[src/rtl/cpu_ctrl_pkg.sv]
// Shared types and defaults for the CPU execution controller.
package cpu_ctrl_pkg;

  // Controller state; the encoding is also the externally visible mode code.
  typedef enum logic [1:0] {
    HALT     = 2'b00,
    RUN      = 2'b01,
    STEP_CYC = 2'b10,
    STEP_INS = 2'b11
  } mode_t;

  localparam int DEF_DEBOUNCE_CYCLES = 16;
  localparam int DEF_CNT_W           = 16;

endpackage

[src/rtl/cpu_step_ctrl_btn_debounce.sv]
// Pushbutton conditioner: 2-flop synchronizer, stability counter and a
// single-cycle strobe on an accepted press. Releases give no strobe.
module btn_debounce
  import cpu_ctrl_pkg::*;
#(
  parameter int DEBOUNCE_CYCLES = DEF_DEBOUNCE_CYCLES
) (
  input  logic clk,
  input  logic rst,
  input  logic raw,
  output logic level,
  output logic pulse
);

  localparam int CW = $clog2(DEBOUNCE_CYCLES + 1);
  localparam logic [CW-1:0] LAST = CW'(DEBOUNCE_CYCLES - 1);

  logic          sync1;
  logic          sync2;
  logic          prev;
  logic [CW-1:0] cnt;

  // Synchronize, then count consecutive stable cycles that disagree with the accepted level.
  always_ff @(posedge clk) begin
    if (rst) begin
      sync1 <= 1'b0;
      sync2 <= 1'b0;
      prev  <= 1'b0;
      cnt   <= '0;
      level <= 1'b0;
      pulse <= 1'b0;
    end else begin
      sync1 <= raw;
      sync2 <= sync1;
      prev  <= sync2;
      pulse <= 1'b0;
      if ((sync2 == level) || (sync2 != prev)) begin
        cnt <= '0;
      end else if (cnt == LAST) begin
        cnt   <= '0;
        level <= sync2;
        pulse <= sync2;
      end else begin
        cnt <= cnt + 1'b1;
      end
    end
  end

endmodule

[src/rtl/cpu_step_ctrl.sv]
// Run/halt/single-step controller for the CPU core: button conditioning,
// clock-enable generation, opcode-fetch breakpoint and enabled-cycle counter.
// Button commands are single-cycle strobes; halt beats step beats run.
module cpu_step_ctrl
  import cpu_ctrl_pkg::*;
#(
  parameter int DEBOUNCE_CYCLES = DEF_DEBOUNCE_CYCLES,
  parameter int CNT_W           = DEF_CNT_W
) (
  input  logic             clk,
  input  logic             rst,
  input  logic             run_btn,
  input  logic             halt_btn,
  input  logic             step_btn,
  input  logic             step_instr,
  input  logic             sync,
  input  logic [15:0]      addr_bus,
  input  logic             bp_en,
  input  logic [15:0]      bp_addr,
  output logic             cpu_en,
  output logic [1:0]       mode,
  output logic [CNT_W-1:0] cycle_count,
  output logic             bp_hit
);

  logic [2:0] unused_level;
  logic       run_p;
  logic       halt_p;
  logic       step_p;

  btn_debounce #(.DEBOUNCE_CYCLES(DEBOUNCE_CYCLES)) u_run (
    .clk(clk), .rst(rst), .raw(run_btn), .level(unused_level[0]), .pulse(run_p)
  );
  btn_debounce #(.DEBOUNCE_CYCLES(DEBOUNCE_CYCLES)) u_halt (
    .clk(clk), .rst(rst), .raw(halt_btn), .level(unused_level[1]), .pulse(halt_p)
  );
  btn_debounce #(.DEBOUNCE_CYCLES(DEBOUNCE_CYCLES)) u_step (
    .clk(clk), .rst(rst), .raw(step_btn), .level(unused_level[2]), .pulse(step_p)
  );

  mode_t state;
  mode_t state_n;
  logic  first;
  logic  first_n;
  logic  bp_hit_n;
  logic  bp_match;

  // 'first' masks the breakpoint on the resume cycle so a stop address can be executed.
  assign bp_match = bp_en && sync && (addr_bus == bp_addr) && !first;
  assign mode     = state;

  // Next state, clock enable and breakpoint flag from the current state and strobes.
  always_comb begin
    state_n  = state;
    first_n  = 1'b0;
    bp_hit_n = bp_hit;
    cpu_en   = 1'b0;
    if (halt_p) begin
      state_n = HALT;
    end else begin
      case (state)
        HALT: begin
          if (step_p) begin
            bp_hit_n = 1'b0;
            if (step_instr) begin
              state_n = STEP_INS;
              first_n = 1'b1;
            end else begin
              state_n = STEP_CYC;
            end
          end else if (run_p) begin
            state_n  = RUN;
            first_n  = 1'b1;
            bp_hit_n = 1'b0;
          end
        end
        RUN: begin
          if (bp_match) begin
            state_n  = HALT;
            bp_hit_n = 1'b1;
          end else begin
            cpu_en = 1'b1;
          end
        end
        STEP_CYC: begin
          cpu_en  = 1'b1;
          state_n = HALT;
        end
        STEP_INS: begin
          // Stop before the next opcode fetch executes, leaving the CPU poised on it.
          if (first || !sync) begin
            cpu_en = 1'b1;
          end else begin
            state_n = HALT;
          end
        end
        default: state_n = HALT;
      endcase
    end
  end

  // State register, flags and free-running enabled-cycle counter.
  always_ff @(posedge clk) begin
    if (rst) begin
      state       <= HALT;
      first       <= 1'b0;
      bp_hit      <= 1'b0;
      cycle_count <= '0;
    end else begin
      state  <= state_n;
      first  <= first_n;
      bp_hit <= bp_hit_n;
      if (cpu_en) begin
        cycle_count <= cycle_count + 1'b1;
      end
    end
  end

endmodule

[config.mk]
export PLATFORM = sky130hd
export DESIGN_NAME = cpu_step_ctrl
export DESIGN_NICKNAME = d
export VERILOG_FILES = /design/src/rtl/cpu_ctrl_pkg.sv /design/src/rtl/cpu_step_ctrl_btn_debounce.sv /design/src/rtl/cpu_step_ctrl.sv
export SDC_FILE = /design/constraint.sdc
export NUM_CORES = 1
export LEC_CHECK = 0
export BUFFER_PORTS_ARGS = -buffer_cell sky130_fd_sc_hd__buf_2
export CAP_MARGIN = 30
export CORE_AREA = 8 8 98 100
export CTS_BUF_LIST = sky130_fd_sc_hd__clkbuf_16
export CTS_CLUSTER_SIZE = 40
export DETAILED_ROUTE_END_ITERATION = 8
export DIE_AREA = 0 0 106 108
export PLACE_DENSITY = 0.59
export SYNTH_ARGS = -nofsm -noshare
export SYNTH_HDL_FRONTEND = slang
export SYNTH_SLANG_ARGS = --single-unit
[constraint.sdc]
create_clock -name clk -period 3.1 [get_ports clk]
set_input_delay 0.155 -clock clk [delete_from_list [all_inputs] [get_ports clk]]
set_output_delay 0.155 -clock clk [all_outputs]
set_load 0.01 [all_outputs]
==> impl_metrics.env, run 1 <==
export IMPL_io_buffers=59
export IMPL_synthCells=267
export IMPL_wl_per_cell_um=11.8
export IMPL_slew_violations=0
export IMPL_grt_first_pass_wirelength_um=8480
export IMPL_finish_cell_count_without_fillers=431
export IMPL_first_global_vias=1792
export IMPL_clock_latency_ns=0.29
export IMPL_cts_max_level=2
export IMPL_cts_buffers=5
export IMPL_cts_resized=0
export IMPL_drt_met1_wl_um=2370
export IMPL_met3_length_um=416
export IMPL_relSlewSlack_pct=49.1
export IMPL_synth_most_common_cell="dfxtp_1"
export IMPL_crit_fanout=20
export IMPL_ys_seq_area_share_pct=43.0
export IMPL_yosys_warnings=0
export IMPL_dr_first_iter_drc_count=87
export IMPL_drc=0
export IMPL_required_ns=2.94
export IMPL_initial_utilization_pct=28.9
export IMPL_tightest_slew_ns=0.764
export IMPL_core_area_um2=8050
export IMPL_synthTopCellsByCount="dfxtp_1 (50), nor2_1 (38), inv_1 (18)"
export IMPL_hold_buffers=0
export IMPL_antenna_cells=0
export IMPL_avgSynthCellArea_um2=8.71
export IMPL_cts_path_max_buffers=2
export IMPL_final_setup_tns_ns=0
export IMPL_dieArea_um2=11400
export IMPL_dr_pass1_iters=4
export IMPL_gr_total_overflow=0
export IMPL_drive_gt1_share_pct=24.5
export IMPL_synth_async_reset_ratio_pct=0
export IMPL_hold_viol_final=0
export IMPL_start_kind="register"
export IMPL_fin_nets=372
export IMPL_die_x_um=106
export IMPL_gp_congestion=0.756
export IMPL_critPathCaptureType="output pin"
export IMPL_grt_antenna_before_repair=0
export IMPL_routed_top_layer="met4"
export IMPL_fmax_mhz=506
export IMPL_min_period_ns=1.98
export IMPL_root_buffer="clkbuf_16"
export IMPL_wl_met2_um=2230
export IMPL_yosys_area_top_type_share_pct=43.0
export IMPL_leakagePower_nw=1.15
export IMPL_hold_class="primary input to register"
export IMPL_ant_nets=0
export IMPL_timing_final_crit_share_pct=63.8
export IMPL_clk_pin_slew_worst_paths_ns=0.07
export IMPL_synthToLayoutAreaGrowth_pct=23.3
export IMPL_pin_count=60
export IMPL_vias_per_cell=4.63
export IMPL_vias=1997
export IMPL_skew_ns=0.00743
export IMPL_setup_viol=0
export IMPL_cts_num_sinks=50
export IMPL_power_density_nw_per_um2=444
export IMPL_grt_max_degree=43
export IMPL_grt_usage_pct=8.87
export IMPL_rsz0062_at_grt="false"
export IMPL_placementRows=33
export IMPL_synth_flop_cell="dfxtp_1"
export IMPL_fill_cells=834
export IMPL_place_area_um2=2720
export IMPL_maxCapViolations=0
export IMPL_syn_num_nets=314
export IMPL_mappedNetlistArea_um2=2330
export IMPL_synth_edf_count=0
export IMPL_drt_wl_total_um=5100
export IMPL_synth_cell_type_count=39
export IMPL_peakVddDrop_mv=0.222
export IMPL_worstPathArrival_ns=1.82
export IMPL_cts_setup_buffers=0
export IMPL_ys_top_cells_by_area="dfxtp_1 (43%), nor2_1 (6.1%), xor2_1 (6.0%)"
export IMPL_place_inst=423
export IMPL_fin_area_um2=2870
export IMPL_dp_hpwl_um=3810
export IMPL_path_class="register to output pin"
export IMPL_tritoncts="yes"
export IMPL_die_h_um=108
export IMPL_synth_seq_cells=50
export IMPL_status="finished clean"
export IMPL_yosysTopAreaCell="dfxtp_1"
## kinds of logic after synthesis
group / count (synthesis) / synth area share, %
muxes: 5 / 2.31
DFF: 50 / 43.0
AOI/OAI and AO/OA: 37 / 10.8
xor gates and xnor gates: 24 / 9.04
buffers and inverters: 27 / 4.79
and+or+nand+nor: 117 / 26.3
adders and majority gates: 7 / 3.77
## per-stage QoR
stage | utilization [%] | total power (W) | setup slack [ns] | hold WS, ns
floorplan | - | 0.000696 | 1.33 | 0.283
global placement | 33.7 | 0.000731 | 1.21 | 0.373
detailed placement | 33.7 | 0.000732 | 1.18 | 0.376
CTS | 35.6 | 0.00130 | 1.14 | 0.0669
global route | 35.6 | 0.00133 | 0.993 | 0.0674
finish | 35.6 | 0.00127 | 1.12 | 0.0701
## sequential cells by signal (all words and copies together), names as in the netlist, 2 cells and up
name         count
mode             2
u_step.cnt       5
cycle_count     16
u_halt.cnt       5
u_run.cnt        5
## layout make-up
type,instances,area [um2],share of cell area [%]
well taps,105,131,4.58
inverters,18,67.6,2.36
clock buffers,5,125,4.36
clock inverters,3,26.3,0.916
repair buffers,60,303,10.6
flip-flops and latches,50,1000,34.9
multi-input cells,190,1210,42.3
## power by group
part / leakage [nW] / internal [W] / switching [W]
registers: 0.404 / 0.000647 / 0.00000271
clock network: 0.0748 / 0.000306 / 0.000249
logic: 0.675 / 0.0000334 / 0.0000344
total: 1.15 / 0.000986 / 0.000286
## routing by layer
metal	up-vias	track usage, %
met1	894	10.3
met3	8	3.63
li1	1040	-
met5	-	0
met2	55	14.3
met4	0	3.62
## placed cells by master, fill, tap and decap left out, drive strengths merged, types with 4 or more instances in the layout
cell type / n
nor2: 38
and3: 6
buf: 60
nand2b: 4
a21oi: 15
o21ai: 6
clkbuf: 5
or3: 4
xnor2: 8
nand2: 14
xor2: 16
dfxtp: 50
ha: 7
nor3: 7
nand3: 5
a31o: 7
nand4: 10
nor2b: 12
nor4: 6
inv: 20
## final timing paths
kind                                from                            to  slack, ns  depth (start not counted)
max reg2reg  cycle_count[2]$_SDFFE_PP0P_  cycle_count[15]$_SDFFE_PP0P_       1.19                          6
min reg2reg       u_run.sync1$_SDFF_PP0_        u_run.sync2$_SDFF_PP0_       0.44                          1
min                              run_btn        u_run.sync1$_SDFF_PP0_       0.07                          2
max                 mode[1]$_SDFFE_PP0P_                        cpu_en       1.12                          5
## critical path: stages, from the launching register on
cell     delay (ns)
dfxtp_1        0.48
nor2_1         0.11
a211o_1        0.36
a21oi_1        0.14
buf_4          0.26
buf_2          0.18
Power figures use the tool's default switching activity.
==> inputs of run 2 (changes only) <==
--- a/config.mk
+++ b/config.mk
@@ -12,7 +12,7 @@
 export CTS_CLUSTER_SIZE = 40
 export DETAILED_ROUTE_END_ITERATION = 8
 export DIE_AREA = 0 0 106 108
-export PLACE_DENSITY = 0.59
+export PLACE_DENSITY = 0.61
 export SYNTH_ARGS = -nofsm -noshare
 export SYNTH_HDL_FRONTEND = slang
 export SYNTH_SLANG_ARGS = --single-unit
==> constraint.sdc (replaced) <==
create_clock -name clk -period 1.7 [get_ports clk]
set_input_delay 0.085 -clock clk [delete_from_list [all_inputs] [get_ports clk]]
set_output_delay 0.085 -clock clk [all_outputs]
set_load 0.01 [all_outputs]
==> run 2 against run 1 <==
Against the previous run: the run now ends with negative setup slack left; via count rose by 4.8%; combinational power rose by 94%; setup slack worse by 1.2 ns; final cell count is 6.5% higher; clock-buffer cell count unchanged; cell area grew 10%; routed wire length rose by 7.0%; utilization grew 3.7 points; clock skew is 0.0031 ns lower; global-route usage grew 0.83 points.
==> impl_metrics.env, run 2 (synthesis gave the netlist of run 1 again) <==
export IMPL_status="finished, violations left"
export IMPL_failed_checks="negative setup slack"
export IMPL_dieArea_um2=11400
export IMPL_drc=0
export IMPL_finish_cell_count_without_fillers=459
export IMPL_worstPathArrival_ns=2.01
export IMPL_relSlewSlack_pct=60.0
export IMPL_maxCapViolations=0
export IMPL_skew_ns=0.00431
export IMPL_peakVddDrop_mv=0.490
export IMPL_rsz0062_at_grt="true"
export IMPL_leakagePower_nw=1.32
export IMPL_root_buffer="clkbuf_16"
export IMPL_grt_max_degree=35
export IMPL_first_global_vias=2005
export IMPL_cts_buffers=5
export IMPL_die_x_um=106
export IMPL_grt_antenna_before_repair=0
export IMPL_timing_final_crit_share_pct=106
export IMPL_fin_nets=401
export IMPL_tightest_slew_ns=0.600
export IMPL_gp_congestion=0.795
export IMPL_initial_utilization_pct=28.9
export IMPL_final_setup_tns_ns=-0.0939
export IMPL_vias=2092
export IMPL_drt_wl_total_um=5460
export IMPL_hold_class="primary input to register"
export IMPL_placementRows=33
export IMPL_hold_viol_final=0
export IMPL_gr_total_overflow=0
export IMPL_core_area_um2=8050
export IMPL_dr_pass1_iters=4
export IMPL_critPathCaptureType="register"
export IMPL_synthToLayoutAreaGrowth_pct=36.1
export IMPL_required_ns=1.92
export IMPL_cts_max_level=2
export IMPL_fin_util_pct=39.3
export IMPL_ant_nets=0
export IMPL_antenna_cells=0
export IMPL_final_cell_mix="buf_2 (58), dfxtp_1 (45), nor2_1 (38)"
export IMPL_start_kind="register"
export IMPL_wl_per_cell_um=11.9
export IMPL_drive_gt1_share_pct=33.3
export IMPL_finalWorstSetupSlack_ns=-0.0939
export IMPL_die_h_um=108
export IMPL_cts_num_sinks=50
export IMPL_top_register="cycle_count"
export IMPL_largest_reg_flops=16
export IMPL_io_buffers=59
export IMPL_grt_usage_pct=9.70
export IMPL_clock_latency_ns=0.29
export IMPL_hold_buffers=0
export IMPL_pin_count=60
export IMPL_grt_first_pass_wirelength_um=9140
export IMPL_path_class="register to register"
export IMPL_dp_hpwl_um=4220
export IMPL_power_density_nw_per_um2=764
export IMPL_setup_viol=1
export IMPL_final_common_cell="buf_2"
export IMPL_fmax_mhz=557
export IMPL_slew_violations=0
export IMPL_min_period_ns=1.79
export IMPL_dr_first_iter_drc_count=100
export IMPL_tritoncts="yes"
export IMPL_clk_pin_slew_worst_paths_ns=0.07
export IMPL_place_inst=448
export IMPL_cts_path_max_buffers=2
export IMPL_vias_per_cell=4.56
export IMPL_crit_fanout=4
export IMPL_fill_cells=832
[run 2: metrics by stage]
step / instance area, um2 / setup slack [ns] / hold WS, ns / total power, W
2_1_floorplan: 2330 / 0.00172 / 0.213 / 0.00127
5_1_grt: 3170 / -0.189 / 0.0211 / 0.00252
3_5_place_dp: 2910 / -0.148 / 0.303 / 0.00134
6_report: 3170 / -0.0939 / 0.00691 / 0.00242
4_1_cts: 3110 / -0.103 / 0.00335 / 0.00246
3_3_place_gp: 2910 / -0.0645 / 0.296 / 0.00134
[run 2: path summary, 6_finish.rpt]
check                     startpoint                            to  slack (ns)  cells after the start
max                 first$_SDFF_PP0_  cycle_count[15]$_SDFFE_PP0P_       -0.09                      7
min                          run_btn        u_run.sync1$_SDFF_PP0_       0.007                      2
max reg2reg         first$_SDFF_PP0_  cycle_count[15]$_SDFFE_PP0P_       -0.09                      7
min reg2reg  u_halt.sync1$_SDFF_PP0_       u_halt.sync2$_SDFF_PP0_        0.43                      1
[run 2: layout make-up]
class	count	area [um2]	area share, %
inverter	18	67.6	2.13
timing repair buffer	89	546	17.2
multi-input combinational	190	1250	39.5
clock buffer	5	125	3.95
tap	105	131	4.15
clock inverter	2	38.8	1.22
sequential	50	1010	31.8
[run 2: timing repair]
action / CTS / global route
pin swaps: 0 / 1
endpoints found under the setup margin: 14 / 8
gates resized for setup: 9 / 7
hold endpoints to repair: 0 / 0
setup buffers: 0 / 4
[run 2: worst max-delay path: stages (launching register included)]
cell and delay (ns):
dfxtp_2 0.33, inv_2 0.03, and3_4 0.17, a211o_1 0.31, buf_6 0.15, a2111o_1 0.29
or3_1 0.31, a21oi_1 0.14
[run 2: per-layer routing]
metal,part of all wire [%],track usage [%]
met1,45,11.1
met3,9.1,4.10
met2,44,15.5
met5,0,0
met4,1.6,4.52
[run 2: report_power, final]
group	total (W)	internal (W)	leakage (nW)	switching, W
Combinational	0.000131	0.0000666	0.833	0.0000643
Clock	0.00110	0.000688	0.0799	0.000416
Sequential	0.00118	0.00118	0.407	0.00000509
==> inputs of run 3 (changes only) <==
--- a/config.mk
+++ b/config.mk
@@ -12,7 +12,6 @@
 export CTS_CLUSTER_SIZE = 40
 export DETAILED_ROUTE_END_ITERATION = 8
 export DIE_AREA = 0 0 106 108
-export PLACE_DENSITY = 0.61
 export SYNTH_ARGS = -nofsm -noshare
 export SYNTH_HDL_FRONTEND = slang
 export SYNTH_SLANG_ARGS = --single-unit
==> constraint.sdc (replaced) <==
create_clock -name clk -period 1.9 [get_ports clk]
set_input_delay 0.095 -clock clk [delete_from_list [all_inputs] [get_ports clk]]
set_output_delay 0.095 -clock clk [all_outputs]
set_load 0.01 [all_outputs]
==> run 3 against run 2 <==
Against the previous run: the flow now finishes without violations; combinational power down 15%; sequential power fell by 10%; worst hold slack improved by 0.0072 ns; largest cell class unchanged.
==> impl_metrics.env, run 3 (synthesis gave the netlist of run 1 again) <==
export IMPL_status="finished clean"
export IMPL_gp_congestion=0.786
export IMPL_place_area_um2=2790
export IMPL_die_h_um=108
export IMPL_required_ns=2.08
export IMPL_combPwrFrac_pct=5.4
export IMPL_rsz0062_at_grt="false"
export IMPL_cts_setup_buffers=0
export IMPL_timing_hold_ws_ns=0.0141
export IMPL_clk_pin_slew_worst_paths_ns=0.07
export IMPL_reg2reg_to="cycle_count[7]$_SDFFE_PP0P_"
export IMPL_final_common_cell="buf_2"
export IMPL_root_buffer="clkbuf_16"
export IMPL_ant_nets=0
export IMPL_initial_utilization_pct=28.9
export IMPL_maxCapViolations=0
export IMPL_drt_wl_total_um=5220
export IMPL_worstHoldStart="run_btn"
export IMPL_timing_final_crit_share_pct=97.1
export IMPL_gr_total_overflow=0
export IMPL_seqPwrFrac_pct=51.2
export IMPL_hold_class="primary input to register"
export IMPL_dieArea_um2=11400
export IMPL_die_x_um=106
export IMPL_skew_ns=0.00445
export IMPL_min_period_ns=1.84
export IMPL_power_density_nw_per_um2=697
export IMPL_dp_hpwl_um=3980
export IMPL_vias_per_cell=4.54
export IMPL_setup_worst_path_start="first$_SDFF_PP0_"
export IMPL_finish_cell_count_without_fillers=441
export IMPL_first_global_vias=1949
export IMPL_max_stage_delay_ns=0.37
export IMPL_cts_path_max_buffers=2
export IMPL_peakVddDrop_mv=0.286
export IMPL_io_buffers=59
export IMPL_wl_per_cell_um=11.8
export IMPL_drive_gt1_share_pct=27.7
export IMPL_intPower_w=0.00161
export IMPL_crit_fanout=4
export IMPL_leakagePower_nw=1.21
export IMPL_dr_first_iter_drc_count=166
export IMPL_path_cells="inv_1, and3_4, a211o_1, buf_6, nor4_1, mux2_2"
export IMPL_relSlewSlack_pct=57.1
export IMPL_final_setup_tns_ns=0
export IMPL_slew_violations=0
export IMPL_hold_viol_final=0
export IMPL_critical_path_slowest_cell="mux2_2"
export IMPL_vias=2002
export IMPL_r2r_start="first$_SDFF_PP0_"
export IMPL_fin_area_um2=2970
export IMPL_largest_reg_flops=16
export IMPL_swShare_pct=22.1
export IMPL_critPathCaptureType="register"
export IMPL_synthToLayoutAreaGrowth_pct=27.6
export IMPL_start_kind="register"
export IMPL_endpoint="cycle_count[7]$_SDFFE_PP0P_"
export IMPL_core_area_um2=8050
export IMPL_hold_depth=2
export IMPL_pin_count=60
export IMPL_ff2ff_setup_slack_ns=0.06
export IMPL_grt_antenna_before_repair=0
export IMPL_grt_usage_pct=9.25
export IMPL_cts_buffers=5
export IMPL_worstPathArrival_ns=2.02
export IMPL_cts_max_level=2
export IMPL_rr_worst_depth=6
export IMPL_fin_nets=382
export IMPL_final_cell_mix="buf_2 (59), dfxtp_1 (49), nor2_1 (38)"
export IMPL_place_inst=433
export IMPL_grt_max_degree=37
export IMPL_placementRows=33
export IMPL_grt_first_pass_wirelength_um=8760
export IMPL_clock_latency_ns=0.28
export IMPL_dr_pass1_iters=4
export IMPL_tightest_slew_ns=0.644
export IMPL_setup_viol=0
export IMPL_hold_buffers=0
export IMPL_drc=0
export IMPL_path_class="register to register"
export IMPL_fmax_mhz=542
export IMPL_cts_num_sinks=50
export IMPL_p_clk_share_pct=43.3
export IMPL_top_register="cycle_count"
export IMPL_tritoncts="yes"
export IMPL_p_sw_w=0.000457
export IMPL_antenna_cells=0
-- run 3: worst min-delay path by stage --
stage                                          to  slack (ns)
final                      u_run.sync1$_SDFF_PP0_        0.01
after global routing      u_step.sync1$_SDFF_PP0_        0.02
after CTS                  u_run.sync1$_SDFF_PP0_       0.005
after detailed placement   u_run.sync1$_SDFF_PP0_        0.31
after global placement     u_run.sync1$_SDFF_PP0_        0.30
after floorplan           u_halt.sync1$_SDFF_PP0_        0.22
-- run 3: stage by stage --
stage / util (%) / setup WS, ns / power (W)
5_1_grt: 36.9 / 0.00274 / 0.00217
3_5_place_dp: 34.7 / 0.0241 / 0.00120
2_1_floorplan: - / 0.134 / 0.00114
4_1_cts: 36.7 / 0.0307 / 0.00211
3_3_place_gp: 34.7 / 0.0624 / 0.00119
6_report: 36.9 / 0.0558 / 0.00207
-- run 3: final cells by class --
class	instances	area, um2
Fill cell	825	5080
Multi-Input combinational cell	190	1230
Sequential cell	50	1000
Timing Repair Buffer	70	385
Tap cell	105	131
Clock buffer	5	125
Inverter	18	67.6
Clock inverter	3	26.3
-- run 3: routing by layer --
layer / vias to the layer above / routed length, um / GRT usage [%]
met5: - / 0 / 0
met1: 894 / 2490 / 10.6
li1: 1053 / - / -
met4: 0 / 61 / 4.52
met3: 2 / 461 / 4.10
met2: 53 / 2210 / 14.5
-- run 3: timing repair --
action | in CTS | in global routing
resized for setup | 2 | 4
pin swaps | 1 | 3
setup endpoints to repair | 1 | 3
-- run 3: power by group through the flow --
stage	combinational, W	clock (W)	sequential (W)
after floorplan	0.0000532	0	0.00108
after detailed placement	0.000112	0	0.00108
after CTS	0.000114	0.000937	0.00106
after global placement	0.000110	0	0.00108
final	0.000112	0.000897	0.00106
after global routing	0.000127	0.000981	0.00106
-- run 3: worst max-delay path, delay by kind of cell, from the launching register on --
kind	cells	cell delay, ns
and+or+nand+nor	2	0.51
muxes	1	0.37
AOI/OAI and AO/OA	1	0.35
DFF	1	0.32
buffers and inverters	2	0.20
